==> config.mk <==
export PLATFORM = sky130hd
export DESIGN_NAME = uart_frame_dump
export DESIGN_NICKNAME = d
export VERILOG_FILES = /design/src/rtl/uart_frame_dump.sv
export SDC_FILE = /design/constraint.sdc
export NUM_CORES = 1
export LEC_CHECK = 0
export CAP_MARGIN = 20
export CORE_ASPECT_RATIO = 2
export CORE_UTILIZATION = 48
export DETAILED_ROUTE_END_ITERATION = 6
export PLACE_DENSITY = 0.77
export SLEW_MARGIN = 30
export SYNTH_ARGS = -nofsm -noshare
export SYNTH_HDL_FRONTEND = slang
export SYNTH_SLANG_ARGS = --single-unit
==> constraint.sdc <==
create_clock -name sys_clk_i -period 2.8 [get_ports sys_clk_i]
set_input_delay 0.42 -clock sys_clk_i [delete_from_list [all_inputs] [get_ports sys_clk_i]]
set_output_delay 0.42 -clock sys_clk_i [all_outputs]
set_load 0.02 [all_outputs]
==> src/rtl/uart_frame_dump.sv <==
// Frame-buffer dump sequencer. It walks a COLS x ROWS word buffer and sends each word
// MSB-first, one byte at a time, to a UART core. An optional two-byte sync header comes first.
module uart_frame_dump #(
  parameter int          COLS           = 40,
  parameter int          ROWS           = 30,
  parameter int          BYTES_PER_WORD = 4,
  parameter int          HOLDOFF_BITS   = 13,
  parameter int          SYNC_EN        = 1,
  parameter logic [7:0]  SYNC0          = 8'hA5,
  parameter logic [7:0]  SYNC1          = 8'h5A,
  localparam int         XW             = (COLS > 1) ? $clog2(COLS) : 1,
  localparam int         YW             = (ROWS > 1) ? $clog2(ROWS) : 1
) (
  input  logic                          sys_clk_i,
  input  logic                          sys_rst_i,
  input  logic                          start_i,
  input  logic                          abort_i,
  input  logic                          continuous_i,
  output logic [XW-1:0]                 read_x,
  output logic [YW-1:0]                 read_y,
  input  logic [8*BYTES_PER_WORD-1:0]   read_q,
  input  logic                          uart_busy,
  output logic                          uart_wr_o,
  output logic [7:0]                    uart_dat_o,
  output logic                          busy_o,
  output logic                          done_o,
  output logic [15:0]                   frame_count_o
);

  localparam int ZW = (BYTES_PER_WORD > 1) ? $clog2(BYTES_PER_WORD) : 1;
  localparam int WW = 8 * BYTES_PER_WORD;

  localparam logic [2:0] S_IDLE  = 3'd0;
  localparam logic [2:0] S_HDR   = 3'd1;
  localparam logic [2:0] S_FETCH = 3'd2;
  localparam logic [2:0] S_LATCH = 3'd3;
  localparam logic [2:0] S_SEND  = 3'd4;
  localparam logic [2:0] S_DONE  = 3'd5;

  localparam logic [2:0]    S_FIRST = (SYNC_EN != 0) ? S_HDR : S_FETCH;
  localparam logic [XW-1:0] X_LAST  = XW'(COLS - 1);
  localparam logic [YW-1:0] Y_LAST  = YW'(ROWS - 1);
  localparam logic [ZW-1:0] Z_LAST  = ZW'(BYTES_PER_WORD - 1);

  logic [2:0]              r_state;
  logic [XW-1:0]           r_x;
  logic [YW-1:0]           r_y;
  logic [ZW-1:0]           r_z;
  logic                    r_hdrSel;
  logic [WW-1:0]           r_word;
  logic [HOLDOFF_BITS-1:0] r_hold;
  logic                    r_wr;
  logic [7:0]              r_dat;
  logic                    r_done;
  logic [15:0]             r_count;

  logic                    w_canSend;
  logic [7:0]              w_byte;

  assign w_canSend = (&r_hold) && !uart_busy && !r_wr;

  // Byte z of the latched word, counted from the most significant end.
  always_comb begin
    w_byte = 8'h00;
    for (int i = 0; i < BYTES_PER_WORD; i++)
      if (r_z == ZW'(i)) w_byte = r_word[8*(BYTES_PER_WORD-1-i) +: 8];
  end

  always_ff @(posedge sys_clk_i or posedge sys_rst_i) begin
    if (sys_rst_i) begin
      r_state  <= S_IDLE;
      r_x      <= '0;
      r_y      <= '0;
      r_z      <= '0;
      r_hdrSel <= 1'b0;
      r_word   <= '0;
      r_hold   <= '0;
      r_wr     <= 1'b0;
      r_dat    <= 8'h00;
      r_done   <= 1'b0;
      r_count  <= 16'd0;
    end else begin
      r_wr   <= 1'b0;
      r_done <= 1'b0;
      // The strobe cycle also restarts the gap, so an idle UART still gets a full holdoff.
      if (uart_busy || r_wr)
        r_hold <= '0;
      else if (!(&r_hold))
        r_hold <= r_hold + 1'b1;

      if (abort_i && (r_state != S_IDLE)) begin
        r_state <= S_IDLE;
      end else begin
        case (r_state)
          S_IDLE: begin
            if (start_i) begin
              r_x      <= '0;
              r_y      <= '0;
              r_z      <= '0;
              r_hdrSel <= 1'b0;
              r_state  <= S_FIRST;
            end
          end
          S_HDR: begin
            if (w_canSend) begin
              r_wr     <= 1'b1;
              r_dat    <= r_hdrSel ? SYNC1 : SYNC0;
              r_hdrSel <= 1'b1;
              if (r_hdrSel) r_state <= S_FETCH;
            end
          end
          S_FETCH: r_state <= S_LATCH;
          S_LATCH: begin
            r_word  <= read_q;
            r_state <= S_SEND;
          end
          S_SEND: begin
            if (w_canSend) begin
              r_wr  <= 1'b1;
              r_dat <= w_byte;
              if (r_z == Z_LAST) begin
                r_z     <= '0;
                r_state <= S_FETCH;
                if (r_x == X_LAST) begin
                  r_x <= '0;
                  if (r_y == Y_LAST) begin
                    r_y     <= '0;
                    r_state <= S_DONE;
                  end else begin
                    r_y <= r_y + 1'b1;
                  end
                end else begin
                  r_x <= r_x + 1'b1;
                end
              end else begin
                r_z <= r_z + 1'b1;
              end
            end
          end
          // Runs during the final strobe cycle, so done_o lands one cycle after it.
          S_DONE: begin
            r_done  <= 1'b1;
            r_count <= r_count + 16'd1;
            if (continuous_i) begin
              r_x      <= '0;
              r_y      <= '0;
              r_z      <= '0;
              r_hdrSel <= 1'b0;
              r_state  <= S_FIRST;
            end else begin
              r_state <= S_IDLE;
            end
          end
          default: r_state <= S_IDLE;
        endcase
      end
    end
  end

  assign read_x        = r_x;
  assign read_y        = r_y;
  assign uart_wr_o     = r_wr;
  assign uart_dat_o    = r_dat;
  assign busy_o        = (r_state != S_IDLE);
  assign done_o        = r_done;
  assign frame_count_o = r_count;

endmodule
==> summary.json <==
{
  "skew_pair_late_insertion_delay": {"value": 0.35, "unit": "ns"},
  "syn-instance-count": {"value": 414},
  "critPathArrivalTime": {"value": 1.88, "unit": "ns"},
  "ctsHoldBuffers": {"value": 0},
  "totalNegativeSetupSlack": {"value": 0, "unit": "ns"},
  "routed-via-count": {"value": 3491},
  "grt_util_all_layers": {"value": 22.84, "unit": "%"},
  "worst_hold_slack": {"value": 0.4467, "unit": "ns"},
  "h_tree_level_count": {"value": 3},
  "detail_route.first_pass.iterations": {"value": 4},
  "tritoncts_clock_tree": {"value": "built"},
  "ys_seq_elements": {"value": 88},
  "end_kind": {"value": "output pin"},
  "grt_overflow": {"value": 0},
  "timing.hold.worst.class": {"value": "in2async"},
  "finClkSkew": {"value": 0.008805, "unit": "ns"},
  "wl_per_cell": {"value": 16.96, "unit": "um"},
  "final-setup-viol-count": {"value": 0},
  "final_cells": {"value": 602},
  "vias_per_cell": {"value": 5.799},
  "dpl.cell_count": {"value": 586},
  "synth.avg_cell_area": {"value": 10.54, "unit": "um^2"},
  "die_height": {"value": 136.8, "unit": "um"},
  "cts.clk_slew.worst_paths": {"value": 0.07, "unit": "ns"},
  "edff_count_synth": {"value": 0},
  "synth_largest_area_cell": {"value": "sky130_fd_sc_hd__dfrtp_1"},
  "initial_core_util": {"value": 50.09, "unit": "%"},
  "finish.net_count": {"value": 544},
  "worst_pin_slew": {"value": 0.6521, "unit": "ns"},
  "site_row_count": {"value": 48},
  "cts_made_buffers": {"value": 9},
  "synth_area_leaders": {"value": "sky130_fd_sc_hd__dfrtp_1 50%, sky130_fd_sc_hd__mux2_2 8.3%, sky130_fd_sc_hd__xnor2_1 3.4%"},
  "total_standard_cell_area_after_synthesis": {"value": 4362, "unit": "um^2"},
  "async_flop_share": {"value": 100.0, "unit": "%"},
  "final.min_clock_period": {"value": 2.300, "unit": "ns"},
  "io_buffer_count": {"value": 75},
  "antenna-diode-count": {"value": 0},
  "post-cts-setup-buffers": {"value": 0},
  "floorplan.die_area": {"value": 9495, "unit": "um^2"},
  "cp_max_fo": {"value": 13},
  "synth_warnings": {"value": 0},
  "result_of_the_run": {"value": "finished, final reports clean"},
  "fmaxAchievable": {"value": 434.8, "unit": "MHz"},
  "io-pin-count": {"value": 76},
  "clockBufferDepth": {"value": 2},
  "timing_max_transition_violations_final": {"value": 0},
  "power-per-cell-area": {"value": 648.4, "unit": "nW/um^2"},
  "hpwl_dp": {"value": 7746, "unit": "um"},
  "place.gp.congestion": {"value": 0.8900},
  "coreArea": {"value": 8708, "unit": "um^2"},
  "grt_max_degree": {"value": 35},
  "ir_worst_vdd": {"value": 541.8, "unit": "uV"},
  "drc": {"value": 0},
  "detail_route.iter0.violations": {"value": 129},
  "floorplan.die.width": {"value": 69.41, "unit": "um"},
  "seq_area_frac_synth": {"value": 50.49, "unit": "%"},
  "antenna_found_initial": {"value": 0},
  "post_dp_cell_area": {"value": 5298, "unit": "um^2"},
  "timing.critical_path.required": {"value": 2.38, "unit": "ns"},
  "dominantRegCellSynth": {"value": "sky130_fd_sc_hd__dfrtp_1"},
  "yosys.area.top_type_share": {"value": 50.49, "unit": "%"},
  "first_global_vias": {"value": 3535},
  "yosysUniqueCellTypes": {"value": 54},
  "area_growth_syn_to_layout": {"value": 28.11, "unit": "%"},
  "grt_first_pass_wirelength": {"value": 16670, "unit": "um"},
  "final_util": {"value": 64.17, "unit": "%"},
  "fin_crit_sh": {"value": 82.14, "unit": "%"},
  "syn_nets": {"value": 461},
  "totalWireLength": {"value": 10210, "unit": "um"},
  "fillers": {"value": 665},
  "timing_hold_violations_final": {"value": 0},
  "route.antenna.remaining_nets": {"value": 0},
  "lkg_pwr": {"value": 2.356, "unit": "nW"},
  "criticalPathCategory": {"value": "reg2out"},
  "max_cap_violations": {"value": 0},
  "slew_headroom": {"value": 55.40, "unit": "%"},
  "cts_root_buffer": {"value": "sky130_fd_sc_hd__clkbuf_16"},
  "setup_repair_after_global_routing_missed_its_margin": {"value": "false"},
  "post-route-cell-area": {"value": 5588, "unit": "um^2"},
  "tritoncts_num_sinks": {"value": 88},
  "cts_repair_resize_count": {"value": 0},
  "drive_above_1_share": {"value": 14.34, "unit": "%"},
  "startpoint_type": {"value": "flop"}
}
==> final cells by class <==
cell class	count	area, um^2	share of cell area [%]
Timing Repair Buffer	90	875.8	15.67
Multi-Input combinational cell	297	2052	36.72
Clock inverter	6	51.30	0.9180
Tap cell	100	125.1	2.239
Sequential cell	88	2202	39.41
Clock buffer	10	239.0	4.277
Inverter	11	42.54	0.7613
==> stage by stage <==
step                      setup slack, ns  total power [mW]
after floorplan                    0.1014             2.210
after detailed placement           0.4063             2.496
after global routing               0.3772             3.792
after CTS                          0.5055             3.648
final                              0.5002             3.623
after global placement             0.4612             2.457
==> cells in the final DEF, fill, tap and decap left out, drive strengths merged, types with 3 or more instances in the layout <==
cell type / instances
mux2: 32
or4: 3
nor4: 5
clkbuf: 10
dfrtp: 88
or3: 5
nor2b: 9
clkdlybuf4s50: 75
xnor2: 17
nand2b: 4
inv: 12
xor2: 7
nand4: 8
o21ai: 25
buf: 15
a211oi: 12
nor2: 26
nand2: 36
clkinv: 4
a31oi: 3
and3: 6
and2: 3
ha: 9
o211ai: 4
a21o: 3
nor3: 16
nand3: 23
a221oi: 8
a21oi: 7
==> path summary, 6_finish.rpt <==
check                                          startpoint                   endpoint  slack, ns  cells past startpoint
min in group sys_clk_i          uart_dat_o[3]$_DFFE_PP0P_  uart_dat_o[3]$_DFFE_PP0P_       0.48                      2
worst max register to register         r_z[0]$_DFFE_PP0P_  uart_dat_o[2]$_DFFE_PP0P_       0.57                      6
max in group asynchronous                       sys_rst_i      read_y[1]$_DFFE_PP0P_       1.64                      3
worst max-delay path               r_state[0]$_DFFE_PP0P_                     busy_o       0.50                      2
worst min register to register  uart_dat_o[3]$_DFFE_PP0P_  uart_dat_o[3]$_DFFE_PP0P_       0.48                      2
worst min-delay path                            sys_rst_i     r_state[2]$_DFFE_PP0P_       0.45                      2
==> cell usage after synthesis (4+ instances only) <==
| cell | instances |
|---|---|
| sky130_fd_sc_hd__dfrtp_1 | 88 |
| sky130_fd_sc_hd__nand2_1 | 36 |
| sky130_fd_sc_hd__mux2_2 | 32 |
| sky130_fd_sc_hd__nor2_1 | 26 |
| sky130_fd_sc_hd__o21ai_0 | 24 |
| sky130_fd_sc_hd__nand3_1 | 23 |
| sky130_fd_sc_hd__xnor2_1 | 17 |
| sky130_fd_sc_hd__nor3_1 | 16 |
| sky130_fd_sc_hd__clkbuf_1 | 13 |
| sky130_fd_sc_hd__a211oi_1 | 12 |
| sky130_fd_sc_hd__inv_1 | 11 |
| sky130_fd_sc_hd__ha_1 | 9 |
| sky130_fd_sc_hd__nor2b_1 | 9 |
| sky130_fd_sc_hd__a221oi_1 | 8 |
| sky130_fd_sc_hd__a21oi_1 | 7 |
| sky130_fd_sc_hd__nand4_1 | 7 |
| sky130_fd_sc_hd__xor2_1 | 7 |
| sky130_fd_sc_hd__and3_1 | 6 |
| sky130_fd_sc_hd__or3_1 | 5 |
| sky130_fd_sc_hd__buf_2 | 4 |
| sky130_fd_sc_hd__nand2b_1 | 4 |
| sky130_fd_sc_hd__o211ai_1 | 4 |
==> state kept, by name, indices dropped and copies added (netlist names) <==
name	flops
r_z	2
uart_dat_o	8
read_y	5
r_state	3
done_o	1
read_x	6
uart_wr_o	1
frame_count_o	16
r_hold	13
r_word	32
r_hdrSel	1
==> cell families after synthesis <==
group	Yosys count	share of synthesized area (%)
DFF	88	50.49
muxes	33	8.491
xor gates and xnor gates	24	4.819
AOI/OAI and AO/OA	76	11.65
adders and majority gates	9	2.582
buffers and inverters	29	2.610
and+or+nand+nor	155	19.36
==> critical path: stages, from the launching register on <==
cell                              delay, ns
sky130_fd_sc_hd__dfrtp_1               0.53
sky130_fd_sc_hd__or3_1                 0.45
sky130_fd_sc_hd__clkdlybuf4s50_1       0.56
==> metal layers <==
layer,up-vias,GRT usage [%],wire length [um]
li1,1671,-,-
met1,1683,23.59,3779
met2,106,41.15,5514
met3,31,5.376,445
met4,0,14.17,472
met5,-,0,0
==> power breakdown <==
| part | internal [mW] | switching (mW) |
|---|---|---|
| registers | 1.52 | 0.183 |
| clock network | 0.636 | 0.515 |
| logic | 0.417 | 0.348 |
No activity file was read; power rests on OpenSTA's default activity.
